--- src/rtl/muldiv_result_buffer_pkg.sv ---
// muldiv_result_buffer_pkg
//   Shared types and constants for the MD combo result buffer.
//   - MD_RESULT_BUF_DEPTH : default number of buffered results
//   - MD_XLEN/MD_RRN_W/MD_ARN_W : field widths of a CDB entry
//   - cdb_entry_t         : one completed result (value + rename/arch tags)
//   - result_buf_state_t  : broadcast sequencing states
package muldiv_result_buffer_pkg;

  localparam int MD_RESULT_BUF_DEPTH = 4;
  localparam int MD_XLEN             = 32;
  localparam int MD_RRN_W            = 6;
  localparam int MD_ARN_W            = 5;

  typedef struct packed {
    logic [MD_XLEN-1:0]  result;
    logic [MD_RRN_W-1:0] rrn;
    logic [MD_ARN_W-1:0] arn;
  } cdb_entry_t;

  typedef enum logic [1:0] {
    IDLE,
    REQUEST,
    BROADCAST
  } result_buf_state_t;

endpackage

--- src/rtl/muldiv_result_buffer_sync_fifo.sv ---
// muldiv_result_buffer_sync_fifo
//   Small synchronous FIFO of CDB entries with first-word-fall-through head.
//   Ports:
//     clk, reset  : clock, synchronous active-high reset
//     flush       : discard all entries (lower priority than reset)
//     push        : write push_data at the tail (caller guarantees !full)
//     push_data   : entry to write
//     pop         : drop the head entry (caller guarantees !empty)
//     head        : current head entry, valid whenever !empty
//     count       : number of stored entries (0..DEPTH)
//     full, empty : decoded from count
module muldiv_result_buffer_sync_fifo
  import muldiv_result_buffer_pkg::*;
#(
  parameter int  DEPTH   = MD_RESULT_BUF_DEPTH,
  parameter type entry_t = cdb_entry_t
) (
  input  logic                   clk,
  input  logic                   reset,
  input  logic                   flush,
  input  logic                   push,
  input  entry_t                 push_data,
  input  logic                   pop,
  output entry_t                 head,
  output logic [$clog2(DEPTH):0] count,
  output logic                   full,
  output logic                   empty
);

  localparam int PTR_W = $clog2(DEPTH);
  localparam int CNT_W = PTR_W + 1;

  entry_t           mem [DEPTH];
  logic [PTR_W-1:0] rd_ptr;
  logic [PTR_W-1:0] wr_ptr;

  // Pointers are exactly log2(DEPTH) bits wide, so they wrap on their own.
  // Push and pop together leave count unchanged while both pointers move.
  always_ff @(posedge clk) begin
    if (reset || flush) begin
      rd_ptr <= '0;
      wr_ptr <= '0;
      count  <= '0;
    end else begin
      if (push) begin
        wr_ptr <= wr_ptr + 1'b1;
      end
      if (pop) begin
        rd_ptr <= rd_ptr + 1'b1;
      end
      case ({push, pop})
        2'b10:   count <= count + 1'b1;
        2'b01:   count <= count - 1'b1;
        default: count <= count;
      endcase
    end
  end

  // Storage carries no reset; only slots between rd_ptr and wr_ptr are read.
  always_ff @(posedge clk) begin
    if (push && !reset && !flush) begin
      mem[wr_ptr] <= push_data;
    end
  end

  assign head  = mem[rd_ptr];
  assign full  = (count == CNT_W'(DEPTH));
  assign empty = (count == '0);

endmodule

--- src/rtl/muldiv_result_buffer.sv ---
// muldiv_result_buffer
//   Result-side stage behind the MD execution unit. Completed results are
//   queued, the CDB is requested while anything is queued, and one entry is
//   broadcast per granted cycle (one cycle after the grant). The MD station
//   is stalled through o_ready so nothing is lost while the bus is busy.
//   Ports:
//     clk, reset        : clock, synchronous active-high reset
//     i_flush           : mispredict flush, discards all queued results
//     i_valid, i_result, i_rrn, i_arn : incoming result from the MD unit
//     o_ready           : buffer has space (registered count only)
//     o_get_bus         : CDB request, from registered state and i_flush
//     i_bus_granted     : arbiter grant, same cycle as the request
//     o_cdb_valid, o_cdb_result, o_cdb_rrn, o_cdb_arn : registered broadcast
//   XLEN/RRN_W/ARN_W must match the widths of cdb_entry_t in the package.
module muldiv_result_buffer
  import muldiv_result_buffer_pkg::*;
#(
  parameter int DEPTH = MD_RESULT_BUF_DEPTH,
  parameter int XLEN  = MD_XLEN,
  parameter int RRN_W = MD_RRN_W,
  parameter int ARN_W = MD_ARN_W
) (
  input  logic             clk,
  input  logic             reset,
  input  logic             i_flush,
  input  logic             i_valid,
  input  logic [XLEN-1:0]  i_result,
  input  logic [RRN_W-1:0] i_rrn,
  input  logic [ARN_W-1:0] i_arn,
  output logic             o_ready,
  output logic             o_get_bus,
  input  logic             i_bus_granted,
  output logic             o_cdb_valid,
  output logic [XLEN-1:0]  o_cdb_result,
  output logic [RRN_W-1:0] o_cdb_rrn,
  output logic [ARN_W-1:0] o_cdb_arn
);

  localparam int CNT_W = $clog2(DEPTH) + 1;

  cdb_entry_t        push_entry;
  cdb_entry_t        head_entry;
  cdb_entry_t        cdb_q;
  logic [CNT_W-1:0]  fifo_count;
  logic [CNT_W-1:0]  count_next;
  logic              fifo_full;
  logic              fifo_empty;
  logic              push;
  logic              pop;
  result_buf_state_t state;

  // Space is judged on the registered count: a pop in the same cycle does
  // not make room, which keeps o_ready free of any path from the grant.
  assign o_ready    = !fifo_full;
  assign o_get_bus  = !fifo_empty && !i_flush;
  assign push       = i_valid && o_ready && !i_flush;
  assign pop        = o_get_bus && i_bus_granted;
  assign push_entry = '{result: i_result, rrn: i_rrn, arn: i_arn};

  muldiv_result_buffer_sync_fifo #(
    .DEPTH   (DEPTH),
    .entry_t (cdb_entry_t)
  ) u_fifo (
    .clk       (clk),
    .reset     (reset),
    .flush     (i_flush),
    .push      (push),
    .push_data (push_entry),
    .pop       (pop),
    .head      (head_entry),
    .count     (fifo_count),
    .full      (fifo_full),
    .empty     (fifo_empty)
  );

  always_comb begin
    count_next = fifo_count;
    if (push && !pop) begin
      count_next = fifo_count + 1'b1;
    end else if (!push && pop) begin
      count_next = fifo_count - 1'b1;
    end
  end

  // Broadcast sequencer. A pop loads the head into the CDB register and
  // enters BROADCAST for exactly one cycle (or stays there on back-to-back
  // grants). In every other cycle the CDB register is cleared so the bus
  // never carries stale data. A flush cannot retract a broadcast already
  // held in cdb_q; it only blocks the next one.
  always_ff @(posedge clk) begin
    if (reset || i_flush) begin
      state <= IDLE;
      cdb_q <= '0;
    end else if (pop) begin
      state <= BROADCAST;
      cdb_q <= head_entry;
    end else begin
      cdb_q <= '0;
      if (count_next != '0) begin
        state <= REQUEST;
      end else begin
        state <= IDLE;
      end
    end
  end

  assign o_cdb_valid  = (state == BROADCAST);
  assign o_cdb_result = cdb_q.result;
  assign o_cdb_rrn    = cdb_q.rrn;
  assign o_cdb_arn    = cdb_q.arn;

  // The station must honour o_ready; a result offered while full is dropped.
  always @(posedge clk) begin
    if (!reset && !i_flush && i_valid) begin
      assert (o_ready)
        else $warning("muldiv_result_buffer: result dropped, buffer full");
    end
  end

endmodule

--- config.mk ---
export PLATFORM = sky130hd
export DESIGN_NAME = muldiv_result_buffer
export DESIGN_NICKNAME = d
export VERILOG_FILES = /design/src/rtl/muldiv_result_buffer_pkg.sv /design/src/rtl/muldiv_result_buffer_sync_fifo.sv /design/src/rtl/muldiv_result_buffer.sv
export SDC_FILE = /design/constraint.sdc
export NUM_CORES = 1
export LEC_CHECK = 0
export BUFFER_PORTS_ARGS = -buffer_cell sky130_fd_sc_hd__buf_4
export CAP_MARGIN = 5
export CORE_UTILIZATION = 60
export CTS_CLUSTER_DIAMETER = 150
export DETAILED_ROUTE_END_ITERATION = 6
export PLACE_DENSITY = 0.82
export SYNTH_ARGS = -nofsm -noshare
export SYNTH_HDL_FRONTEND = slang
export SYNTH_SLANG_ARGS = --single-unit
--- constraint.sdc ---
create_clock -name clk -period 3.9 [get_ports clk]
set_input_delay 0.39 -clock clk [delete_from_list [all_inputs] [get_ports clk]]
set_output_delay 0.39 -clock clk [all_outputs]
set_load 0.05 [all_outputs]
==> results_dict.tcl <==
set metrics [dict create \
    final-hold-violation-count 0 \
    grt_antenna_before_repair 0 \
    start_kind "register" \
    antenna_left 0 \
    synth_fp_nets 446 \
    cts_buffers 21 \
    netlist_instances 387 \
    crit_path_max_fanout 24 \
    setup_violations 0 \
    die_y_um 118 \
    hpwl_um 8710 \
    relSlewSlack 0.430 \
    cts.htree.levels 1 \
    fp-row-count 41 \
    synth_most_common_cell "edfxtp_1" \
    first_global_vias 4031 \
    end_kind "register" \
    synth_cell_types 35 \
    numClockSinks 224 \
    yosysTopAreaCellShare 0.640 \
    grt_max_degree 46 \
    finalPower_mw 4.67 \
    crit_type "register to register" \
    die_area_um2 13900 \
    nets 554 \
    synth_top_area_cell "edfxtp_1" \
    timing.hold.worst.class "input port to register" \
    max_freq_mhz 385 \
    die-width_um 118 \
    drc 0 \
    track_usage 0.216 \
    finalMaxSlewViolations 0 \
    yosys_warnings 0 \
    period_minus_slack_ns 2.60 \
    clkTransAtPathRegs_ns 0.06 \
    initialDrtViolationCount 226 \
    synth_edf_count 172 \
    setup_tns_ns 0 \
    syn_to_final_growth_pct 18.9 \
    status "complete, no violations" \
    synth_ff_type "edfxtp_1" \
    maxCapViolations 0 \
    ios 94 \
    cts-root-buf "clkbuf_16" \
    synth-seq-cells 224 \
    cts_buffer_depth 3 \
    fin_crit_sh 0.666 \
    worstMarginPinSlew_ns 0.854 \
    core_um2 12900 \
    holdBufCountCts 0 \
    rsz0062_at_grt "no" \
    cts_resized 0 \
    synth_seq_area_share 0.769 \
    crit_arrival_ns 2.76 \
    tritoncts "done" \
    ir_worst_vdd_mv 0.346 \
    antenna-diode-count 0 \
    routed_wl_um 14400 \
    power_density_nw_per_um2 487 \
    vias_per_cell 5.60 \
    synthTopCellsByArea "edfxtp_1 (64%), dfxtp_1 (13%), mux4_2 (8.4%)" \
    place.gp.congestion 0.783 \
    initial_utilization 0.626 \
    p_leak_nw 3.41 \
    post-cts-setup-buffers 0 \
    wl_per_cell_um 21.2 \
    yosys-top-cells-count "edfxtp_1 (172), dfxtp_1 (52), and2_1 (47)" \
    required_ns 4.06 \
    synthArstFlopShare 0 \
    vias 3818 \
    grt_pass1_wl_um 22300 \
    syn_avg_cell_area_um2 20.8 \
    syn_area_um2 8070 \
    drive_gt1_frac 0.337 \
    worstSkewPairLatency_ns 0.49 \
    grt-ovfl-total 0 \
    firstDrtPassIters 4 \
    io_buffer_count 93 \
    fin_skew_ns 0.0117 \
]
==> sequential cells by signal, summed over array words and instances (netlist names) <==
signal / count
o_cdb_arn: 5
o_cdb_result: 32
o_cdb_rrn: 6
state: 2
u_fifo.count: 3
u_fifo.mem: 172
u_fifo.rd_ptr: 2
u_fifo.wr_ptr: 2
==> worst paths after layout <==
kind / start / endpoint / slack, ns / cells after the start
min: i_result[26] / u_fifo.mem[3][37] / 0.1 / 1
max reg2reg: u_fifo.count[0] / u_fifo.mem[1][35] / 1.30 / 6
max: u_fifo.count[0] / u_fifo.mem[1][35] / 1.30 / 6
min reg2reg: u_fifo.count[1] / u_fifo.count[1] / 0.58 / 2
==> area by class of cell <==
class	instances	area, um2
clock buffer	32	597
clock inverter	6	56.3
fill	714	3290
inverter	8	32.5
multi-input combinational	139	1720
sequential	224	6210
tap	172	215
timing repair buffer	101	758
==> logic make-up after synthesis <==
logic type / after synthesis / share of synthesized area
compound gates: 9 / 0.00775
xor+xnor: 3 / 0.00326
fa+ha+maj: 11 / 0.0171
buf+inv: 24 / 0.0188
flops: 224 / 0.769
mux: 46 / 0.130
simple gates: 70 / 0.0538
==> metrics by stage <==
| stage | setup WS, ns | utilization | hold WS (ns) | std cells | instance area (um2) |
|---|---|---|---|---|---|
| floorplan | 1.38 | - | 0.489 | 387 | 8070 |
| global placement | 1.45 | 0.694 | 0.528 | 644 | 8940 |
| detailed placement | 1.32 | 0.694 | 0.552 | 644 | 8940 |
| CTS | 1.30 | 0.745 | 0.0788 | 682 | 9590 |
| global route | 1.09 | 0.745 | 0.0843 | 682 | 9590 |
| finish | 1.30 | 0.745 | 0.0986 | 682 | 9590 |
==> worst max-delay path, cell delays in order, from the launching register on <==
cell and delay (ns):
dfxtp_1 0.37, inv_1 0.14, ha_1 0.26, a21bo_2 0.26
nor2_1 0.20, and2_2 0.61, buf_4 0.41
==> layer usage <==
layer  track usage  part of all wire  routed length, um  vias to the layer above
li1              -                 -                  -                     1730
met1         0.267              0.37               5310                     1911
met2         0.381              0.54               7830                      141
met3        0.0291             0.055                795                       36
met4        0.0962             0.035                498                        0
met5             0                 0                  0                        -
==> where the power goes <==
part           total [mW]  internal (mW)  switching [mW]
sequential           2.61           2.59          0.0138
combinational       0.153         0.0719          0.0815
clock                1.91           1.12           0.790
total                4.67           3.79           0.885
==> cell usage in the layout (no fill, tap or decap), types with 2 or more instances in the layout <==
cell type  count
nand2b_1       2
mux2i_1        2
and2_1        43
dfxtp_1       50
buf_4        101
ha_1          11
nor3_1         3
nor2_1         5
or2_2          2
a211oi_1       2
clkbuf_8       3
clkinv_1       2
a21oi_1        3
mux4_2        30
and2_2         4
clkbuf_1       8
nand2_1        2
xnor2_1        2
inv_1          7
mux4_1        13
clkbuf_16     21
clkinv_2       2
edfxtp_1     172
nor2b_1        3
No activity file was read; power rests on OpenSTA's default activity.
